===== src/rtl/uart_mmio_ctrl.sv =====
// Memory-mapped UART front end: status/data registers, a TX holding register
// drained by a handshake FSM, and a small RX FIFO filled from the receiver.
module uart_mmio_ctrl #(
    parameter int RX_DEPTH = 4
) (
    input  logic        clk,
    input  logic        rst,
    input  logic [31:0] req_addr,
    input  logic [31:0] req_wdata,
    input  logic        req_we,
    input  logic        req_re,
    output logic [31:0] req_rdata,
    output logic        req_stall,
    output logic        tx_start,
    output logic [7:0]  tx_data,
    input  logic        tx_busy,
    input  logic        rx_ready,
    input  logic [7:0]  rx_data,
    output logic        rx_clear
);
    localparam int PW = $clog2(RX_DEPTH);
    localparam logic [31:0] ADDR_STATE = 32'hBFD003FC;
    localparam logic [31:0] ADDR_DATA  = 32'hBFD003F8;

    typedef enum logic [1:0] {TX_IDLE, TX_START, TX_WAIT_BUSY, TX_WAIT_DONE} tx_state_t;
    typedef enum logic {RX_IDLE, RX_CLEAR} rx_state_t;

    tx_state_t tx_state, tx_next;
    rx_state_t rx_state, rx_next;

    logic [7:0]    hold;
    logic          hold_valid;
    logic [7:0]    fifo [RX_DEPTH];
    logic [PW-1:0] head, tail;
    logic [PW:0]   count;

    logic hit_state, hit_data, wr_accept, pop_now, push_now, fifo_empty;

    assign hit_state  = (req_addr == ADDR_STATE);
    assign hit_data   = (req_addr == ADDR_DATA);
    assign fifo_empty = (count == '0);
    assign wr_accept  = req_we & hit_data & ~hold_valid;
    assign req_stall  = req_we & hit_data & hold_valid;
    assign pop_now    = req_re & hit_data & ~fifo_empty;
    // A pop in the same cycle frees a slot, so a full FIFO can still accept.
    assign push_now   = (rx_state == RX_IDLE) & rx_ready &
                        ((count < (PW+1)'(RX_DEPTH)) | pop_now);

    always_comb begin
        req_rdata = '0;
        if (hit_state)
            req_rdata = {30'b0, ~fifo_empty, ~hold_valid};
        else if (hit_data && !fifo_empty)
            req_rdata = {24'b0, fifo[head]};
    end

    // TX FSM
    always_ff @(posedge clk or posedge rst) begin
        if (rst) tx_state <= TX_IDLE;
        else     tx_state <= tx_next;
    end

    always_comb begin
        tx_next = tx_state;
        case (tx_state)
            TX_IDLE:      if (hold_valid || wr_accept) tx_next = TX_START;
            TX_START:     tx_next = TX_WAIT_BUSY;
            TX_WAIT_BUSY: if (tx_busy) tx_next = TX_WAIT_DONE;
            TX_WAIT_DONE: if (!tx_busy) tx_next = TX_IDLE;
            default:      tx_next = TX_IDLE;
        endcase
    end

    always_comb begin
        tx_start = (tx_state == TX_START);
    end

    always_ff @(posedge clk or posedge rst) begin
        if (rst) begin
            hold       <= '0;
            hold_valid <= 1'b0;
            tx_data    <= '0;
        end else begin
            if (tx_state == TX_START) begin
                tx_data    <= hold;
                hold_valid <= 1'b0;
            end
            if (wr_accept) begin
                hold       <= req_wdata[7:0];
                hold_valid <= 1'b1;
            end
        end
    end

    // RX FSM
    always_ff @(posedge clk or posedge rst) begin
        if (rst) rx_state <= RX_IDLE;
        else     rx_state <= rx_next;
    end

    always_comb begin
        rx_next = RX_IDLE;
        if (rx_state == RX_IDLE && push_now) rx_next = RX_CLEAR;
    end

    always_comb begin
        rx_clear = (rx_state == RX_CLEAR);
    end

    always_ff @(posedge clk) begin
        if (push_now) fifo[tail] <= rx_data;
    end

    always_ff @(posedge clk or posedge rst) begin
        if (rst) begin
            head  <= '0;
            tail  <= '0;
            count <= '0;
        end else begin
            if (push_now) tail <= tail + PW'(1);
            if (pop_now)  head <= head + PW'(1);
            case ({push_now, pop_now})
                2'b10:   count <= count + (PW+1)'(1);
                2'b01:   count <= count - (PW+1)'(1);
                default: count <= count;
            endcase
        end
    end
endmodule

===== config.mk =====
export PLATFORM = sky130hd
export DESIGN_NAME = uart_mmio_ctrl
export DESIGN_NICKNAME = d
export VERILOG_FILES = /design/src/rtl/uart_mmio_ctrl.sv
export SDC_FILE = /design/constraint.sdc
export NUM_CORES = 1
export LEC_CHECK = 0
export BUFFER_PORTS_ARGS = -buffer_cell sky130_fd_sc_hd__buf_4
export CORE_ASPECT_RATIO = 1.75
export CORE_MARGIN = 10
export CORE_UTILIZATION = 35
export CTS_BUF_LIST = sky130_fd_sc_hd__clkbuf_16
export CTS_CLUSTER_SIZE = 16
export DETAILED_ROUTE_END_ITERATION = 8
export PLACE_DENSITY_LB_ADDON = 0.3
export SLEW_MARGIN = 20
export SYNTH_ARGS = -nofsm -noshare
export SYNTH_HDL_FRONTEND = slang
export SYNTH_SLANG_ARGS = --single-unit

===== constraint.sdc =====
create_clock -name clk -period 2.65 [get_ports clk]
set_clock_uncertainty 0.2 [all_clocks]
set_input_delay 0.265 -clock clk [delete_from_list [all_inputs] [get_ports clk]]
set_output_delay 0.265 -clock clk [all_outputs]
set_load 0.01 [all_outputs]

==> flow_summary.ini <==
[outcome]
status = finished with violations
failed_checks = setup timing

[critical_path]
startpoint_type = primary input
cp_slowest_cell = or4b_4
end_kind = register
worst-r2r-setup-slack_ns = 0.47
rr_startpoint = count[2]$_DFFE_PP0P_
cp_num_buf_inv = 3
critical_path_class = in2reg
required_ns = 2.69
reg2reg_depth = 9
crit_chain = buf_6 -> or4b_4 -> or4_4 -> or4_4 -> inv_2 -> ha_4 -> inv_2 -> fa_2 -> xor2_1 -> nor2_1 -> xnor2_1
critPathMaxFanout = 2
arrival_ns = 2.79
r2r_end = count[2]$_DFFE_PP0P_
cp_top_family = simple AND/OR/NAND/NOR gates
slowest_delay_ns = 0.53

[drt]
wirelength_um = 7230
drcViolationCount = 0
viasPerCell = 4.75
ant_nets = 0
firstDrtPassIters = 4
drt_iter0_markers = 77
vias = 2004
wire_per_inst_um = 17.1

[power]
power_switching_mw = 0.552
p_per_area_nw_per_um2 = 587
seq_power_share_pct = 41.7
intPower_mw = 1.87
comb_power_share_pct = 14.5
swShare_pct = 22.7
p_clk_share_pct = 43.7
leakage_nw = 1.86
ir_worst_vdd_mv = 0.479

[cells_and_area]
syn2layout_area_growth_pct = 41.1
regArea_um2 = 1640
layout.cells.non_filler = 422
num_antenna_cells = 0
nFillCells = 714
nets = 414
multiInputGateArea_um2 = 1160
drive_above_1_share_pct = 43.6

[sta]
fmax_mhz = 363
drv_slew = 0
fin_ws_ns = -0.104
finalCritPeriodShare_pct = 104
period_minus_slack_ns = 2.75
setup_viol = 1
setup_tns_ns = -0.104
rsz0062_at_grt = true
hold_viol = 0

[hold_path]
hold_depth = 4
min_from = req_addr[2]
min_path_type = in2reg
min_to = tail[0]$_DFFE_PP0P_

[die]
die_h_um = 141
row_count = 44
pin_count = 121
die_w_um = 89.2
core_um2 = 8260
initial_core_util_pct = 35.5
die-area_um2 = 12600

[logic_synthesis]
ys_seq_area_share_pct = 55.9
yosys_warnings = 0
netlist_instances = 210
ys_types = 41
synthesis.area_um2 = 2930
syn_area_per_cell_um2 = 13.9
synth-seq-cells = 59

[clock_network]
cts.sinks = 59
clockRootBuffer = clkbuf_16
cts_buffer_depth = 2
tritoncts = yes
clkLatencyLatePin_ns = 0.32
cts_inserted_buffers = 9
htreeDepth = 3
path_clk_slew_ns = 0.05

[grt]
grt_max_degree = 28
grt_pass1_wl_um = 11100
grt.overflow.total = 0
antenna_found_initial = 0
grt_pass1_vias = 2212
track_usage_pct = 11.5

[place]
place_hpwl_um = 5390
dp_cells = 388
io_buffers = 72
gp_congestion = 0.718

[run]
drv_cap = 0
[through the flow]
stage	area, um^2	total power, mW	utilization [%]	hold slack [ns]	setup slack [ns]
floorplan	3050	1.26	-	0.118	-0.316
global placement	3660	1.36	44.4	0.149	-0.428
detailed placement	3660	1.36	44.4	0.161	-0.475
CTS	4130	2.45	50.0	0.177	-0.104
global route	4130	2.53	50.0	0.207	-0.167
finish	4130	2.42	50.0	0.183	-0.104
[synth_stat cells]
cell type	number	share of area [%]
xor2_1	1	0.30
a221oi_1	1	0.30
nor2b_1	2	0.43
clkbuf_1	5	0.64
buf_4	24	6.2
mux2_4	8	4.1
mux2i_1	1	0.34
a31oi_1	2	0.43
nand4_1	2	0.43
nand3b_1	1	0.26
mux2_2	9	3.5
or4_2	1	0.30
nand4b_1	1	0.30
o311ai_0	1	0.30
nand2_1	4	0.51
a21oi_1	1	0.17
nand2b_1	5	1.1
edfxtp_1	32	33
nor4b_1	1	0.30
xnor2_1	4	1.2
nor3b_1	11	2.8
o211ai_1	4	1.0
buf_6	1	0.38
or2_2	2	0.43
o32ai_1	1	0.30
or4b_4	1	0.47
dfrtp_1	27	23
fa_1	1	0.68
nor2_1	7	0.90
inv_1	13	1.7
conb_1	1	0.13
and4_1	2	0.60
o21ai_0	3	0.51
nor3_1	5	0.85
or4_4	2	0.77
ha_1	10	4.3
nand3_1	1	0.17
a21o_1	1	0.26
mux4_2	8	6.2
nor4bb_1	1	0.34
nor4_1	2	0.43
[registers in the layout (all words and copies together) (netlist names)]
signal      cells
tx_data         8
hold            8
fifo           32
tx_state        2
hold_valid      1
tail            2
rx_clear        1
head            2
count           3
[per-layer routing]
layer  wire length (um)  up-vias  part of all wire, %  track usage [%]
li1                   -      950                    -                -
met1               2610      976                   36             11.8
met2               4010       66                   55             20.6
met3                477       12                  6.6             3.17
met4                134        0                  1.9             5.05
met5                  0        -                    0                0
[what timing repair did]
item / CTS / global route
buffers inserted: 1 / 0
pin swaps: 1 / 0
endpoints found under the hold margin: 67 / 0
hold buffers: 17 / 0
gates resized for setup: 3 / 1
endpoints found under the setup margin: 2 / 3
[worst min-delay path: cells and delay by family]
family | cells | cell delay [ns]
compound gates | 1 | 0.11
buf+inv | 1 | 0.11
simple gates | 2 | 0.15
[cells by family after synthesis]
family | synth area share [%]
DFF | 55.9
and+or+nand+nor | 11.4
buffers and inverters | 8.84
muxes | 14.1
AOI/OAI and AO/OA | 3.29
adders and majority gates | 4.96
xor gates and xnor gates | 1.50
other | 0.128
[layout by cell type, fill, tap and decap left out, drive strengths merged, types with 7 or more instances in the layout]
master	count
nor3b	11
ha	10
mux2	17
clkbuf	9
conb	24
inv	17
nor2	7
mux4	8
dlygate4sd3	17
dfrtp	27
edfxtp	32
buf	94
[power by group through the flow]
stage          registers (mW)  logic (mW)  clock network (mW)
6_report                 1.01       0.353                1.06
5_1_grt                  1.01       0.395                1.13
4_1_cts                  1.01       0.358                1.08
3_5_place_dp             1.03       0.336                   0
3_3_place_gp             1.03       0.329                   0
2_1_floorplan            1.02       0.236                   0
[worst max path at each step]
stage	from	endpoint	slack, ns	cells past startpoint
floorplan	req_addr[16]	count[2]$_DFFE_PP0P_	-0.32	10
global placement	req_addr[16]	count[2]$_DFFE_PP0P_	-0.43	11
detailed placement	req_addr[16]	count[2]$_DFFE_PP0P_	-0.47	11
CTS	req_addr[16]	count[2]$_DFFE_PP0P_	-0.10	11
global route	req_addr[16]	count[2]$_DFFE_PP0P_	-0.17	11
finish	req_addr[16]	count[2]$_DFFE_PP0P_	-0.10	11
[area by class of cell]
| type | count | share of cell area (%) |
|---|---|---|
| Clock inverter | 7 | 1.30 |
| Timing Repair Buffer | 111 | 21.7 |
| Multi-Input combinational cell | 131 | 28.0 |
| Sequential cell | 59 | 39.6 |
| Tap cell | 92 | 2.79 |
| Inverter | 13 | 1.18 |
| Clock buffer | 9 | 5.45 |
(Power assumes the default switching activity.)
